<file path="config.mk">
export PLATFORM = sky130hd
export DESIGN_NAME = pipeline_stage_tracker_flat
export DESIGN_NICKNAME = d
export VERILOG_FILES = /design/src/rtl/pipeline_stage_tracker_if.sv /design/src/rtl/pipeline_stage_tracker.sv /design/src/flat_wrapper.sv
export SDC_FILE = /design/constraint.sdc
export NUM_CORES = 1
export LEC_CHECK = 0
export BUFFER_PORTS_ARGS = -buffer_cell sky130_fd_sc_hd__buf_2
export CORE_AREA = 2 2 82 84
export CTS_BUF_LIST = sky130_fd_sc_hd__clkbuf_8
export CTS_CLUSTER_DIAMETER = 200
export DETAILED_ROUTE_END_ITERATION = 8
export DIE_AREA = 0 0 84 86
export PLACE_DENSITY = 0.85
export SLEW_MARGIN = 15
export SYNTH_ARGS = -nofsm -noshare
export SYNTH_HDL_FRONTEND = slang
export SYNTH_SLANG_ARGS = --single-unit
export TNS_END_PERCENT = 10
</file>
<file path="constraint.sdc">
create_clock -name clk -period 4 [get_ports clk]
set_clock_uncertainty 0.15 [all_clocks]
set_input_delay 0.4 -clock clk [delete_from_list [all_inputs] [get_ports clk]]
set_output_delay 0.4 -clock clk [all_outputs]
set_load 0.01 [all_outputs]
</file>
<file path="src/rtl/pipeline_stage_tracker_if.sv">
// Handshake bundle between the core's hazard/control logic and the stage tracker.
// The tracker sees the DE instruction and the hazard/memory requests, and returns the enables and per-stage metadata.
interface pipeline_stage_tracker_if;
    logic        de_valid;
    logic [31:0] de_ir;
    logic        stall;
    logic        flush;
    logic        mem_busy;

    logic        pc_we;
    logic        if_de_we;
    logic        if_de_clr;
    logic        de_ex_clr;

    logic [4:0]  rd_ex;
    logic [4:0]  rd_me;
    logic [4:0]  rd_wb;
    logic        rd_used_ex;
    logic        rd_used_me;
    logic        rd_used_wb;
    logic [6:0]  op_ex;
    logic [6:0]  op_me;
    logic [6:0]  op_wb;

    modport master (
        output de_valid, de_ir, stall, flush, mem_busy,
        input  pc_we, if_de_we, if_de_clr, de_ex_clr,
        input  rd_ex, rd_me, rd_wb,
        input  rd_used_ex, rd_used_me, rd_used_wb,
        input  op_ex, op_me, op_wb
    );

    modport slave (
        input  de_valid, de_ir, stall, flush, mem_busy,
        output pc_we, if_de_we, if_de_clr, de_ex_clr,
        output rd_ex, rd_me, rd_wb,
        output rd_used_ex, rd_used_me, rd_used_wb,
        output op_ex, op_me, op_wb
    );
endinterface

</file>
<file path="src/rtl/pipeline_stage_tracker.sv">
// Tracks rd/rd_used/opcode for the EX, ME and WB stages and drives the pipeline-register enables.
// It also keeps saturating stall/flush counters and a sticky watchdog for long stall runs.
module pipeline_stage_tracker #(
    parameter int CNT_W     = 16,
    parameter int MAX_STALL = 4
) (
    input  logic                     clk,
    input  logic                     rst_n,
    pipeline_stage_tracker_if.slave  pipe,
    output logic [CNT_W-1:0]         stall_cnt,
    output logic [CNT_W-1:0]         flush_cnt,
    output logic                     stall_err
);

    localparam int                RUN_W   = $clog2(MAX_STALL + 1);
    localparam logic [RUN_W-1:0]  RUN_MAX = RUN_W'(MAX_STALL);

    logic [6:0]       de_op;
    logic [4:0]       de_rd;
    logic [2:0]       de_funct3;
    logic             writes_rd;
    logic             de_rd_used;
    logic             de_ex_clr;
    logic [RUN_W-1:0] run_cnt;
    logic             unused_ir;

    assign unused_ir = ^pipe.de_ir[31:15];

    always_comb begin
        de_op     = pipe.de_ir[6:0];
        de_rd     = pipe.de_ir[11:7];
        de_funct3 = pipe.de_ir[14:12];
        writes_rd = 1'b0;
        case (de_op)
            7'b0110111, 7'b0010111, 7'b1101111, 7'b1100111,
            7'b0000011, 7'b0010011, 7'b0110011: writes_rd = 1'b1;
            // SYSTEM writes rd only for the CSR forms; ECALL/EBREAK have funct3 000
            7'b1110011:                         writes_rd = (de_funct3 != 3'b000);
            default:                            writes_rd = 1'b0;
        endcase
        de_rd_used = pipe.de_valid && writes_rd && (de_rd != 5'd0);
    end

    // Enables are held low for the whole reset window so nothing upstream advances.
    always_comb begin
        pipe.pc_we     = 1'b0;
        pipe.if_de_we  = 1'b0;
        pipe.if_de_clr = 1'b0;
        de_ex_clr      = 1'b0;
        if (rst_n) begin
            if (pipe.mem_busy) begin
                de_ex_clr = 1'b0;
            end else if (pipe.flush) begin
                pipe.pc_we     = 1'b1;
                pipe.if_de_we  = 1'b1;
                pipe.if_de_clr = 1'b1;
                de_ex_clr      = 1'b1;
            end else if (pipe.stall) begin
                de_ex_clr = 1'b1;
            end else begin
                pipe.pc_we    = 1'b1;
                pipe.if_de_we = 1'b1;
                de_ex_clr     = !pipe.de_valid;
            end
        end
        pipe.de_ex_clr = de_ex_clr;
    end

    always_ff @(posedge clk or negedge rst_n) begin
        if (!rst_n) begin
            pipe.rd_ex      <= 5'd0;
            pipe.rd_me      <= 5'd0;
            pipe.rd_wb      <= 5'd0;
            pipe.rd_used_ex <= 1'b0;
            pipe.rd_used_me <= 1'b0;
            pipe.rd_used_wb <= 1'b0;
            pipe.op_ex      <= 7'd0;
            pipe.op_me      <= 7'd0;
            pipe.op_wb      <= 7'd0;
        end else if (!pipe.mem_busy) begin
            pipe.rd_wb      <= pipe.rd_me;
            pipe.rd_used_wb <= pipe.rd_used_me;
            pipe.op_wb      <= pipe.op_me;
            pipe.rd_me      <= pipe.rd_ex;
            pipe.rd_used_me <= pipe.rd_used_ex;
            pipe.op_me      <= pipe.op_ex;
            if (de_ex_clr) begin
                pipe.rd_ex      <= 5'd0;
                pipe.rd_used_ex <= 1'b0;
                pipe.op_ex      <= 7'd0;
            end else begin
                pipe.rd_ex      <= de_rd;
                pipe.rd_used_ex <= de_rd_used;
                pipe.op_ex      <= de_op;
            end
        end
    end

    // A flush wins over a simultaneous stall, so it is not counted as a stall and breaks the run.
    always_ff @(posedge clk or negedge rst_n) begin
        if (!rst_n) begin
            stall_cnt <= '0;
            flush_cnt <= '0;
            run_cnt   <= '0;
            stall_err <= 1'b0;
        end else if (!pipe.mem_busy) begin
            if (pipe.flush) begin
                if (flush_cnt != '1) flush_cnt <= flush_cnt + CNT_W'(1);
                run_cnt <= '0;
            end else if (pipe.stall) begin
                if (stall_cnt != '1) stall_cnt <= stall_cnt + CNT_W'(1);
                if (run_cnt != RUN_MAX) run_cnt <= run_cnt + RUN_W'(1);
                if (run_cnt >= RUN_MAX - RUN_W'(1)) stall_err <= 1'b1;
            end else begin
                run_cnt <= '0;
            end
        end
    end

endmodule
</file>
<file path="src/flat_wrapper.sv">
// flat-port wrapper written by rule: the top's interface ports become plain ports
module pipeline_stage_tracker_flat 
#(
    parameter int CNT_W     = 16,
    parameter int MAX_STALL = 4
)
  (clk, rst_n, stall_cnt, flush_cnt, stall_err, pipe_de_valid, pipe_de_ir, pipe_stall, pipe_flush, pipe_mem_busy, pipe_pc_we, pipe_if_de_we, pipe_if_de_clr, pipe_de_ex_clr, pipe_rd_ex, pipe_rd_me, pipe_rd_wb, pipe_rd_used_ex, pipe_rd_used_me, pipe_rd_used_wb, pipe_op_ex, pipe_op_me, pipe_op_wb);
  pipeline_stage_tracker_if pipe_i ();
  input  logic clk;
  input  logic rst_n;
  output logic [CNT_W-1:0] stall_cnt;
  output logic [CNT_W-1:0] flush_cnt;
  output logic stall_err;
  input wire logic [$bits(pipe_i.de_valid)-1:0] pipe_de_valid;
  input wire logic [$bits(pipe_i.de_ir)-1:0] pipe_de_ir;
  input wire logic [$bits(pipe_i.stall)-1:0] pipe_stall;
  input wire logic [$bits(pipe_i.flush)-1:0] pipe_flush;
  input wire logic [$bits(pipe_i.mem_busy)-1:0] pipe_mem_busy;
  output wire logic [$bits(pipe_i.pc_we)-1:0] pipe_pc_we;
  output wire logic [$bits(pipe_i.if_de_we)-1:0] pipe_if_de_we;
  output wire logic [$bits(pipe_i.if_de_clr)-1:0] pipe_if_de_clr;
  output wire logic [$bits(pipe_i.de_ex_clr)-1:0] pipe_de_ex_clr;
  output wire logic [$bits(pipe_i.rd_ex)-1:0] pipe_rd_ex;
  output wire logic [$bits(pipe_i.rd_me)-1:0] pipe_rd_me;
  output wire logic [$bits(pipe_i.rd_wb)-1:0] pipe_rd_wb;
  output wire logic [$bits(pipe_i.rd_used_ex)-1:0] pipe_rd_used_ex;
  output wire logic [$bits(pipe_i.rd_used_me)-1:0] pipe_rd_used_me;
  output wire logic [$bits(pipe_i.rd_used_wb)-1:0] pipe_rd_used_wb;
  output wire logic [$bits(pipe_i.op_ex)-1:0] pipe_op_ex;
  output wire logic [$bits(pipe_i.op_me)-1:0] pipe_op_me;
  output wire logic [$bits(pipe_i.op_wb)-1:0] pipe_op_wb;
  assign pipe_i.de_valid = pipe_de_valid;
  assign pipe_i.de_ir = pipe_de_ir;
  assign pipe_i.stall = pipe_stall;
  assign pipe_i.flush = pipe_flush;
  assign pipe_i.mem_busy = pipe_mem_busy;
  assign pipe_pc_we = pipe_i.pc_we;
  assign pipe_if_de_we = pipe_i.if_de_we;
  assign pipe_if_de_clr = pipe_i.if_de_clr;
  assign pipe_de_ex_clr = pipe_i.de_ex_clr;
  assign pipe_rd_ex = pipe_i.rd_ex;
  assign pipe_rd_me = pipe_i.rd_me;
  assign pipe_rd_wb = pipe_i.rd_wb;
  assign pipe_rd_used_ex = pipe_i.rd_used_ex;
  assign pipe_rd_used_me = pipe_i.rd_used_me;
  assign pipe_rd_used_wb = pipe_i.rd_used_wb;
  assign pipe_op_ex = pipe_i.op_ex;
  assign pipe_op_me = pipe_i.op_me;
  assign pipe_op_wb = pipe_i.op_wb;
  pipeline_stage_tracker #(.CNT_W(CNT_W), .MAX_STALL(MAX_STALL)) u_core (.clk(clk), .rst_n(rst_n), .pipe(pipe_i), .stall_cnt(stall_cnt), .flush_cnt(flush_cnt), .stall_err(stall_err));
endmodule
</file>
==> metrics <==
Final Hold Fails 0; Syn Std Cell Area 0.00345 mm^2; die span in x 84 um; FFs w/ async S/R, synth 1.00; Yosys warnings 0; Pleak 2.12 nW; HPWL Detailed 5.11 mm; CP startpoint kind primary input; relative slew slack 0.313; RD Place Congestion 0.765; Simple-Gate Fraction of Synth Area 0.188; most common cell after layout, fill and taps aside buf_2; synthesized-area fraction occupied by adder cells 0.0181; largest net degree at the start of global routing 77; Root Buffer clkbuf_8; Routed WL per cell 15.0 um; clock share of power 0.293; status completed; cell internal pwr 1.33 mW; CTS Buf Count 9; CP Class primary input to primary output; DP Worst Slack 1.42 ns; postcts setup bufs 0; Vias/cell 5.54; CP Data Arrival Time 2.02 ns; number of max-cap violations 0; global-route wire length before repair 11.8 mm; Sequential Power Share 0.506; post-synthesis xor/xnor area fraction 0.0558; TNS Setup 0 ns; synthesized instance count 301; Combinational Power Share 0.201; Max Clk Rate 390 MHz; Syn Area/Cell 11.5 um^2; Pwr per Cell Area 465 mW/mm^2; initial antenna violation count 0; crit path capture type primary output; placed insts 466; final core utilization 0.667; Clock Latency Late Sink 0.34 ns; Core Footprint 0.00628 mm^2; max-slew violations 0; H-tree Lvls 3; proportion of layout cells with a drive suffix above 1 0.368; setup violators final 0; commonest non-fill, non-tap cells in the layout buf_2, dfrtp_1, nand2_1; Layout Cells excl Fill 482; Final Worst Setup Slack 1.43 ns; switching power share of the total 0.315; worst-margin pin slew 1.03 ns; Max VDD drop 0.000289 V; nets@finish 443; Post-Syn Nets 344; compound-gate portion of the synthesized area 0.0587; Psw 0.613 mW; area grow syn2layout 21.3%; number of synthesized flops with an enable pin 0; CP Max Fanout 57; Total Power 1.95 mW; required time of the worst setup path 3.45 ns; DR vias 2671; clock sink count 75; grt ovf 0; CTS tree done; #FFs+latches synth 75; Antenna Nets Post-Route 0; ys flop type dfrtp_1; Final Critical Period 2.57 ns; Hold Path Class primary input to asynchronous set/reset pin; DRC errors left 0; sequential area share after synthesis 0.544; Die ar. 0.00722 mm^2; clk slew on worst S/H paths 0.07 ns; ANT cells 0; # IOs 114; hold buffers post-CTS 0; row count 29; WL final 7.22 mm; RSZ-0062 raised after global routing no; PortBufs 96; vias in the first global route 2592; starting density of the core 0.550; Max Buffers Root-to-Sink 2; mux share of post-synthesis cell area 0.115; 1st-pass router iterations 4; Die H 86 um; Distinct cells, synth 49; gr usage total 0.204; largest family of logic cells by synthesized area simple AND/OR/NAND/NOR gates; fin crit share 0.642; DRT iter0 DRCs 117; post-cts sizing count 0
==> worst max-delay path, cell delays in order <==
cell	delay, ns
buf_2	0.76
nand2b_1	0.23
a21o_1	0.30
inv_1	0.15
buf_2	0.17
==> per-layer routing <==
layer  vias up  track usage  share of wire
li1       1270            -              -
met1      1300        0.258           0.45
met2        91        0.333           0.48
met3        10       0.0587          0.064
met4         0       0.0821          0.013
met5         -            0              0
==> final cells by class <==
type                       count  area [um^2]
timing repair buffer          97          490
sequential                    75         1880
fill                         513         2090
tap                           77         96.3
clock inverter                 7         68.8
clock buffer                   9          124
inverter                       8         30.0
multi-input combinational    209         1500
==> metrics by stage <==
step | hold WS, ns | area [um^2]
2_1_floorplan | -0.0456 | 3450
3_5_place_dp | 0.310 | 4000
4_1_cts | 0.134 | 4190
3_3_place_gp | 0.317 | 4000
6_report | 0.137 | 4190
5_1_grt | 0.165 | 4190
==> Yosys cell counts, drive strengths merged (2+ instances only) <==
| library cell | instances | share of area |
|---|---|---|
| xnor2 | 9 | 0.023 |
| nand3 | 9 | 0.013 |
| and3 | 4 | 0.0072 |
| xor2 | 13 | 0.033 |
| ha | 5 | 0.018 |
| and4 | 2 | 0.0051 |
| a21oi | 2 | 0.0029 |
| mux2i | 2 | 0.0058 |
| nand3b | 2 | 0.0043 |
| o21ai | 16 | 0.023 |
| nand2b | 5 | 0.0091 |
| nor4b | 2 | 0.0069 |
| nor3 | 15 | 0.022 |
| or2 | 2 | 0.0044 |
| mux2 | 33 | 0.11 |
| dfrtp | 75 | 0.54 |
| nor2 | 14 | 0.016 |
| o2111ai | 2 | 0.0051 |
| inv | 8 | 0.0087 |
| nand2 | 36 | 0.039 |
| buf | 5 | 0.0080 |
| clkbuf | 4 | 0.0043 |
| or4 | 2 | 0.0043 |
| nor4 | 3 | 0.014 |
| nand4b | 2 | 0.0051 |
| nand4 | 12 | 0.026 |
| nor3b | 3 | 0.0080 |
| a31oi | 3 | 0.0054 |
==> logic make-up (layout without fill, tap and decap cells) <==
kind of cell,count (synthesis),after routing
adder cells (fa/ha/maj),5,5
AO/OA/AOI/OAI,32,32
XOR/XNOR,22,22
flip-flops,75,75
multiplexers,35,35
AND/OR/NAND/NOR,115,115
buffers and inverters,17,121
==> path summary, 6_finish.rpt <==
path | startpoint | endpoint | slack (ns) | cells after the start
worst max-delay path | pipe_mem_busy | pipe_de_ex_clr | 1.43 | 5
worst min-delay path | rst_n | u_core.run_cnt[1] | 0.14 | 2
worst max register to register | u_core.stall_cnt[0] | u_core.stall_cnt[1] | 2.10 | 5
worst min register to register | u_core.stall_err | u_core.stall_err | 0.33 | 1
max in group asynchronous | rst_n | u_core.flush_cnt[11] | 2.91 | 2
min in group clk | pipe_de_ir[10] | u_core.pipe.rd_ex[3] | 0.15 | 3
==> power by group through the flow <==
stage | sequential, mW | combinational (mW) | clock [mW]
2_1_floorplan | 1.03 | 0.166 | 0
4_1_cts | 0.985 | 0.398 | 0.579
5_1_grt | 1.01 | 0.431 | 0.611
3_5_place_dp | 0.999 | 0.395 | 0
3_3_place_gp | 0.989 | 0.379 | 0
6_report | 0.985 | 0.391 | 0.571
==> state kept, by name, summed over array words and instances (netlist names) <==
register                count
u_core.flush_cnt           16
u_core.stall_cnt           16
u_core.pipe.rd_me           5
u_core.pipe.rd_ex           5
u_core.pipe.op_me           7
u_core.pipe.rd_used_ex      1
u_core.pipe.op_wb           7
u_core.pipe.rd_used_me      1
u_core.stall_err            1
u_core.pipe.rd_wb           5
u_core.pipe.rd_used_wb      1
u_core.pipe.op_ex           7
u_core.run_cnt              3
(Power assumes the default switching activity.)
